File: config.mk
export PLATFORM = sky130hd
export DESIGN_NAME = fsm3_residue_sched
export DESIGN_NICKNAME = d
export VERILOG_FILES = /design/src/rtl/fsm3_pkg.sv /design/src/rtl/fsm3_residue_core.sv /design/src/rtl/fsm3_residue_sched.sv
export SDC_FILE = /design/constraint.sdc
export NUM_CORES = 1
export LEC_CHECK = 0
export CORE_MARGIN = 10
export CORE_UTILIZATION = 40
export CTS_BUF_LIST = sky130_fd_sc_hd__clkbuf_16
export DETAILED_ROUTE_END_ITERATION = 10
export PLACE_DENSITY = 0.74
export SETUP_SLACK_MARGIN = 0.4
export SLEW_MARGIN = 20
export SYNTH_ARGS = -nofsm -noshare
export SYNTH_HDL_FRONTEND = slang
export SYNTH_SLANG_ARGS = --single-unit
File: constraint.sdc
create_clock -name CLK -period 2.02 [get_ports CLK]
set_clock_uncertainty 0.15 [all_clocks]
set_input_delay 0.202 -clock CLK [delete_from_list [all_inputs] [get_ports CLK]]
set_output_delay 0.202 -clock CLK [all_outputs]
set_load 0.005 [all_outputs]
File: src/rtl/fsm3_pkg.sv
// Shared encodings for the mod-3 residue scheduler: residue codes, controller states
// and the single-bit residue transition function.
package fsm3_pkg;

    localparam logic [1:0] S0 = 2'b00;
    localparam logic [1:0] S1 = 2'b01;
    localparam logic [1:0] S2 = 2'b10;

    typedef enum logic [1:0] {IDLE, SHIFT, RESP} ctrl_state_t;

    // A one adds 1 and a zero subtracts 1 (adds 2) modulo 3; the unused code 3 recovers to S0.
    function automatic logic [1:0] res_next(input logic [1:0] r, input logic b);
        logic [1:0] nxt;
        case (r)
            S0:      nxt = b ? S1 : S2;
            S1:      nxt = b ? S2 : S0;
            S2:      nxt = b ? S0 : S1;
            default: nxt = S0;
        endcase
        return nxt;
    endfunction

endpackage

File: src/rtl/fsm3_residue_core.sv
// Serial mod-3 residue engine: one bit per enabled clock, synchronous clear wins over enable.
module fsm3_residue_core
    import fsm3_pkg::*;
(
    input  logic       CLK,
    input  logic       RST,
    input  logic       clr,
    input  logic       en,
    input  logic       din,
    output logic [1:0] residue
);

    always_ff @(posedge CLK or posedge RST) begin
        if (RST) begin
            residue <= S0;
        end else if (clr) begin
            residue <= S0;
        end else if (en) begin
            residue <= res_next(residue, din);
        end
    end

endmodule

File: src/rtl/fsm3_residue_sched.sv
// Round-robin scheduler that time-shares one serial mod-3 residue engine among N requesters
// and returns residue, match flag and requester id through a valid/ready response port.
module fsm3_residue_sched
    import fsm3_pkg::*;
#(
    parameter  int N   = 4,
    parameter  int W   = 8,
    localparam int IDW = (N > 1) ? $clog2(N) : 1
) (
    input  logic             CLK,
    input  logic             RST,
    input  logic [N-1:0]     req_valid,
    input  logic [N*W-1:0]   req_data,
    output logic [N-1:0]     req_ready,
    output logic             rsp_valid,
    input  logic             rsp_ready,
    output logic [IDW-1:0]   rsp_id,
    output logic [1:0]       rsp_residue,
    output logic             rsp_match,
    output logic             busy
);

    localparam int CW = $clog2(W + 1);

    ctrl_state_t    state;
    logic [IDW-1:0] rr;
    logic [IDW-1:0] id;
    logic [IDW-1:0] grant;
    logic [IDW-1:0] grant_inc;
    logic [CW-1:0]  cnt;
    logic [W-1:0]   shreg;
    logic           found;
    logic           accept;
    logic [1:0]     residue;

    // First valid requester at or after the rr pointer, wrapping once around.
    always_comb begin
        int             idx;
        logic [IDW-1:0] sel;
        idx   = 0;
        sel   = '0;
        grant = '0;
        found = 1'b0;
        for (int k = 0; k < N; k++) begin
            idx = int'(rr) + k;
            if (idx >= N) idx = idx - N;
            sel = IDW'(idx);
            if (!found && req_valid[sel]) begin
                found = 1'b1;
                grant = sel;
            end
        end
    end

    assign accept    = (state == IDLE) && found;
    assign grant_inc = (grant == IDW'(N - 1)) ? '0 : grant + 1'b1;

    always_comb begin
        for (int i = 0; i < N; i++) begin
            req_ready[i] = accept && (grant == IDW'(i));
        end
    end

    always_ff @(posedge CLK or posedge RST) begin
        if (RST) begin
            state     <= IDLE;
            rr        <= '0;
            id        <= '0;
            cnt       <= '0;
            rsp_valid <= 1'b0;
            busy      <= 1'b0;
        end else begin
            case (state)
                IDLE: begin
                    if (accept) begin
                        id    <= grant;
                        rr    <= grant_inc;
                        cnt   <= '0;
                        busy  <= 1'b1;
                        state <= SHIFT;
                    end
                end
                SHIFT: begin
                    cnt <= cnt + 1'b1;
                    if (cnt == CW'(W - 1)) begin
                        rsp_valid <= 1'b1;
                        state     <= RESP;
                    end
                end
                RESP: begin
                    if (rsp_ready) begin
                        rsp_valid <= 1'b0;
                        busy      <= 1'b0;
                        state     <= IDLE;
                    end
                end
                default: begin
                    rsp_valid <= 1'b0;
                    busy      <= 1'b0;
                    state     <= IDLE;
                end
            endcase
        end
    end

    // Word datapath: loaded on accept, drained LSB-first into the engine.
    always_ff @(posedge CLK) begin
        if (accept) begin
            shreg <= req_data[int'(grant)*W +: W];
        end else if (state == SHIFT) begin
            shreg <= shreg >> 1;
        end
    end

    fsm3_residue_core u_core (
        .CLK     (CLK),
        .RST     (RST),
        .clr     (accept),
        .en      (state == SHIFT),
        .din     (shreg[0]),
        .residue (residue)
    );

    assign rsp_id      = id;
    assign rsp_residue = residue;
    assign rsp_match   = (residue == S2);

endmodule

==> impl.org <==
** Finish
- Layout overhead on the synthesized area :: 90.9%
- Share of final-layout standard cells stronger than drive strength 1 :: between 40% and 50%
- Summing all multi-input logic gate instances after layout gives 973 um^2.
- Final #Nets :: roughly 270
- Final core utilization :: 78.9%
- Leaving out fill and tap cells, the most frequent cell in the layout is sky130_fd_sc_hd__clkdlybuf4s50_1.
- Area of all sequential standard cells :: ~600 um^2
- In the layout the commonest cells are 40 x sky130_fd_sc_hd__clkdlybuf4s50_1, 23 x sky130_fd_sc_hd__buf_4, 13 x sky130_fd_sc_hd__dfrtp_1.
- 0 antenna diodes ended up in the layout.
- Count of fill cells added during filler insertion :: about 210

** Clock network
- Clock tree synthesis selected as its root buffer the cell sky130_fd_sc_hd__clkbuf_16.
- TritonCTS built the clock tree.
- Clk sink count :: 22
- At the later pin of the worst-skew pair, clock insertion delay measures 0.26 ns.
- Count of hold buffers inserted by post-cts repair :: 0
- Inserted Clock Buffers :: 3
- In this run the deepest clock path goes through 2 buffers.
- CTS built an H-tree with a depth of 1.
- Clock-pin slew was measured on the worst setup and hold paths at 0.06 ns.

** GRT
- Antenna violations before repair :: 0
- Total grt overflow :: 0
- First-pass GRT wire length :: around 8.6 mm
- Pin count of the biggest net entering global routing :: 15
- Total track usage :: 17.5%
- The via count of the first global-routing pass was 1700.

** Synthesis
- Avg Cell Area, Syn :: 9.99 um^2
- Post-synth top area cell :: sky130_fd_sc_hd__dfrtp_1
- The number of different library cells used by synthesis comes to 33.
- Ranked by total cell area, the synthesized netlist is headed by sky130_fd_sc_hd__dfrtp_1 25%, sky130_fd_sc_hd__edfxtp_1 17%, sky130_fd_sc_hd__mux2i_1 11%.
- The portion of synthesized area spent on multiplexers is 12.5%.
- Number of warnings reported in the yosys synthesis log :: 0
- Main combinational cell family by area after synthesis :: simple AND/OR/NAND/NOR gates
- Post-synthesis share of cell area spent on full adders, half adders and majority gates :: under 10%
- After synthesis, flip-flops and latches occupy 42.8% of the total area.
- Number of flip-flops and latches in the synthesized netlist :: 22
- Fraction of post-synthesis cell area in the top cell type by area :: 25.4%
- The synthesized netlist occupies a cell area of 1380 um^2.
- After Yosys synthesis, XOR and XNOR cells account for under 10% of the synthesized area.
- Summing the areas of all and, or, nand and nor instances in the mapped netlist gives 18.3% of the synthesized area.
- Compound-cell area share of the yosys netlist :: 15.7%
- Synthesis produced a netlist with a net count of 182.
- Post-synthesis cell count :: 138

** Worst setup path
- Required time of the critical path :: about 1.9 ns
- Counting cells, the worst reg-to-reg path comes to 8.
- Critical path class :: register to register
- Critical Path End Type :: register
- The worst register-to-register path has a setup slack of -0.25 ns.
- In this design, the stage delay of the slowest critical-path cell is 0.45 ns.
- Startpoint types :: register
- Data arrives at the worst endpoint at 2.14 ns.
- Sequence of cells on the critical path :: a21oi_2 > o21a_1 > o22a_2 > buf_6 > buf_6 > buf_4 > mux4_2 > and2_4
- Counting stages on the worst path, the most repeated cell is sky130_fd_sc_hd__buf_6.
- In this run the critical register-to-register path is captured at shreg[7].
- Reg-to-reg startpoint :: rr[1]
- Critical-path cell with the highest stage delay :: sky130_fd_sc_hd__dfrtp_2
- Worst-path fanout max :: 7
- In this run the worst setup path begins at rr[1].

** STA
- Max-slew violations :: 0
- Post-route fraction of the period consumed by the critical path :: 113%
- Highest clock rate :: between 400 and 500 MHz
- Final-report setup violation count :: 12
- Final hold slack :: 0.143 ns
- Clock period minus final worst setup slack :: between 2 and 2.5 ns
- Final critical-path setup slack :: -0.253 ns
- RSZ-0062 raised after global routing :: yes
- Setup total negative slack on the finished layout was measured at -2.39 ns.
- In this run the tightest slew margin relative to its limit is 64.9%.
- Tightest Pin Transition :: 0.526 ns
- Hold violation total from the final report :: 0

** Power
- The clock network burns about an eighth of the power.
- Cell leakage power :: about 1.2 nW
- Switching pwr :: 1.36 mW
- Cell internal power was estimated by the tool at 2.23 mW.
- Of the total power, the share spent switching nets is 38.0%.
- Sequential Power Share :: 25.5%
- IR analysis of the VDD net gives a maximum drop of between 0.5 and 0.6 mV.
- In this run, the combinational gates consume 62.3% of the power.
- Pwr/cell area :: roughly 1400 nW/um^2

** Floorplan
- Die span in y :: just under 80 um
- Number of core rows :: 21
- The die covers 6200 um^2.
- 50 I/O pins were placed.
- Core Region :: roughly 3300 um^2
- Horiz. Die Dim :: slightly below 80 um
- Effective utilization at floorplan :: 41.3%

** Routing
- WL final :: ~5.7 mm
- Met1 routed wirelength after detailed routing :: 2.04 mm
- After detailed routing, the met3 layer carries 387 um of wire.
- Post-detailed-route count of antenna-violating nets :: 0
- DRC violation count after routing :: 0
- The first TritonRoute pass finished after 4 iterations.
- For this block, the initial DRC count from the detailed router was 131.
- Via density :: about 5.6
- Wire segments on met2 add up to 3.11 mm in the final route.
- Dividing the detail-routed wire length by the instance count gives 21.2 um.
- Across all layers, the routed design uses between 1500 and 2000 vias.
- Routed signal wires occupy layers up through met4.

** Status
- Violated checks :: negative setup slack
- Run status :: finished, violations left

** Placement
- After legalization and detailed placement, the total HPWL measured 3.16 mm.
- Dpl ws :: -0.515 ns
- Port buffer count :: 49
- Final estimated routing congestion in global placement :: 0.790

** Flow run
- Across the run, the number of max-cap violations was 0.

** Min path
- Hold Crit Class :: input port to async pin
## registers in the layout, indices dropped and copies added (netlist names)
signal / count
shreg: 8
cnt: 4
rr: 2
rsp_id: 2
state: 2
u_core.residue: 2
busy: 1
rsp_valid: 1
## worst max-delay path: cells and delay by family, from the launching register on
kind | cells | cell delay, ns
AND/OR/NAND/NOR | 1 | 0.15
multiplexers | 1 | 0.29
buffers and inverters | 3 | 0.41
flip-flops | 1 | 0.45
AO/OA/AOI/OAI | 3 | 0.58
## through the flow
step / std cells / area [um^2] / power, mW
after floorplan: 138 / 1420 / 1.68
after global placement: 246 / 2100 / 2.23
after detailed placement: 246 / 2100 / 2.30
after CTS: 269 / 2480 / 3.22
after global routing: 270 / 2630 / 3.74
final: 270 / 2630 / 3.59
## repair_timing
action,in CTS,in global routing
gates cloned,4,0
hold endpoints to repair,0,0
gates resized for setup,57,35
endpoints found under the setup margin,32,30
buffers inserted,15,1
pin swaps,12,12
## per-layer routing
metal / global-route usage [%] / vias to the layer above
met1: 16.2 / 743
met2: 32.1 / 66
met5: 0 / -
met3: 6.31 / 16
met4: 10.6 / 0
li1: - / 679
## power by group through the flow
stage | combinational [mW] | sequential [mW] | clock (mW)
after floorplan | 0.818 | 0.863 | 0
after global placement | 1.37 | 0.862 | 0
after detailed placement | 1.42 | 0.882 | 0
after CTS | 1.92 | 0.878 | 0.428
after global routing | 2.36 | 0.928 | 0.452
final | 2.24 | 0.915 | 0.437
## cell type report
type                            count  share of cell area (%)
Tap cell                           46                    2.19
Multi-Input combinational cell    106                    37.0
Timing Repair Buffer               88                    34.6
Clock buffer                        3                    2.85
Clock inverter                      1                   0.143
Inverter                            4                   0.760
Sequential cell                    22                    22.5
## logic make-up after synthesis
| kind of cell | count (synthesis) |
|---|---|
| AO/OA/AOI/OAI | 29 |
| XOR/XNOR | 3 |
| adder cells (fa/ha/maj) | 5 |
| flip-flops | 22 |
| AND/OR/NAND/NOR | 52 |
| multiplexers | 16 |
| buffers and inverters | 11 |
## cells in the mapped netlist
| library cell | number |
|---|---|
| sky130_fd_sc_hd__buf_1 | 1 |
| sky130_fd_sc_hd__edfxtp_1 | 8 |
| sky130_fd_sc_hd__inv_1 | 3 |
| sky130_fd_sc_hd__nor4_1 | 1 |
| sky130_fd_sc_hd__a21oi_1 | 5 |
| sky130_fd_sc_hd__nand2b_1 | 2 |
| sky130_fd_sc_hd__nor3_1 | 16 |
| sky130_fd_sc_hd__o221ai_4 | 1 |
| sky130_fd_sc_hd__a21o_1 | 1 |
| sky130_fd_sc_hd__ha_1 | 5 |
| sky130_fd_sc_hd__nor2_1 | 5 |
| sky130_fd_sc_hd__or3_1 | 1 |
| sky130_fd_sc_hd__clkinv_1 | 1 |
| sky130_fd_sc_hd__a211o_1 | 7 |
| sky130_fd_sc_hd__o22a_1 | 1 |
| sky130_fd_sc_hd__nand2_1 | 15 |
| sky130_fd_sc_hd__xor2_1 | 2 |
| sky130_fd_sc_hd__a21bo_1 | 1 |
| sky130_fd_sc_hd__o31ai_1 | 3 |
| sky130_fd_sc_hd__or3b_1 | 1 |
| sky130_fd_sc_hd__o21ai_0 | 8 |
| sky130_fd_sc_hd__xnor2_1 | 1 |
| sky130_fd_sc_hd__mux4_2 | 1 |
| sky130_fd_sc_hd__o21a_1 | 1 |
| sky130_fd_sc_hd__nand3_1 | 4 |
| sky130_fd_sc_hd__buf_8 | 1 |
| sky130_fd_sc_hd__and2_1 | 5 |
| sky130_fd_sc_hd__dfrtp_1 | 14 |
| sky130_fd_sc_hd__buf_2 | 4 |
| sky130_fd_sc_hd__mux2i_1 | 15 |
| sky130_fd_sc_hd__nor2b_1 | 2 |
| sky130_fd_sc_hd__clkbuf_1 | 1 |
| sky130_fd_sc_hd__a21boi_1 | 1 |
## worst max path at each step
stage,slack (ns),depth (start not counted),endpoint
2_1_floorplan,-0.04,4,shreg[7]
3_3_place_gp,-0.44,6,req_ready[0]
3_5_place_dp,-0.51,7,req_ready[1]
4_1_cts,-0.22,6,shreg[7]
5_1_grt,-0.28,8,req_ready[2]
6_report,-0.25,8,shreg[7]
Note: power is estimated with default switching activity, not from simulation.
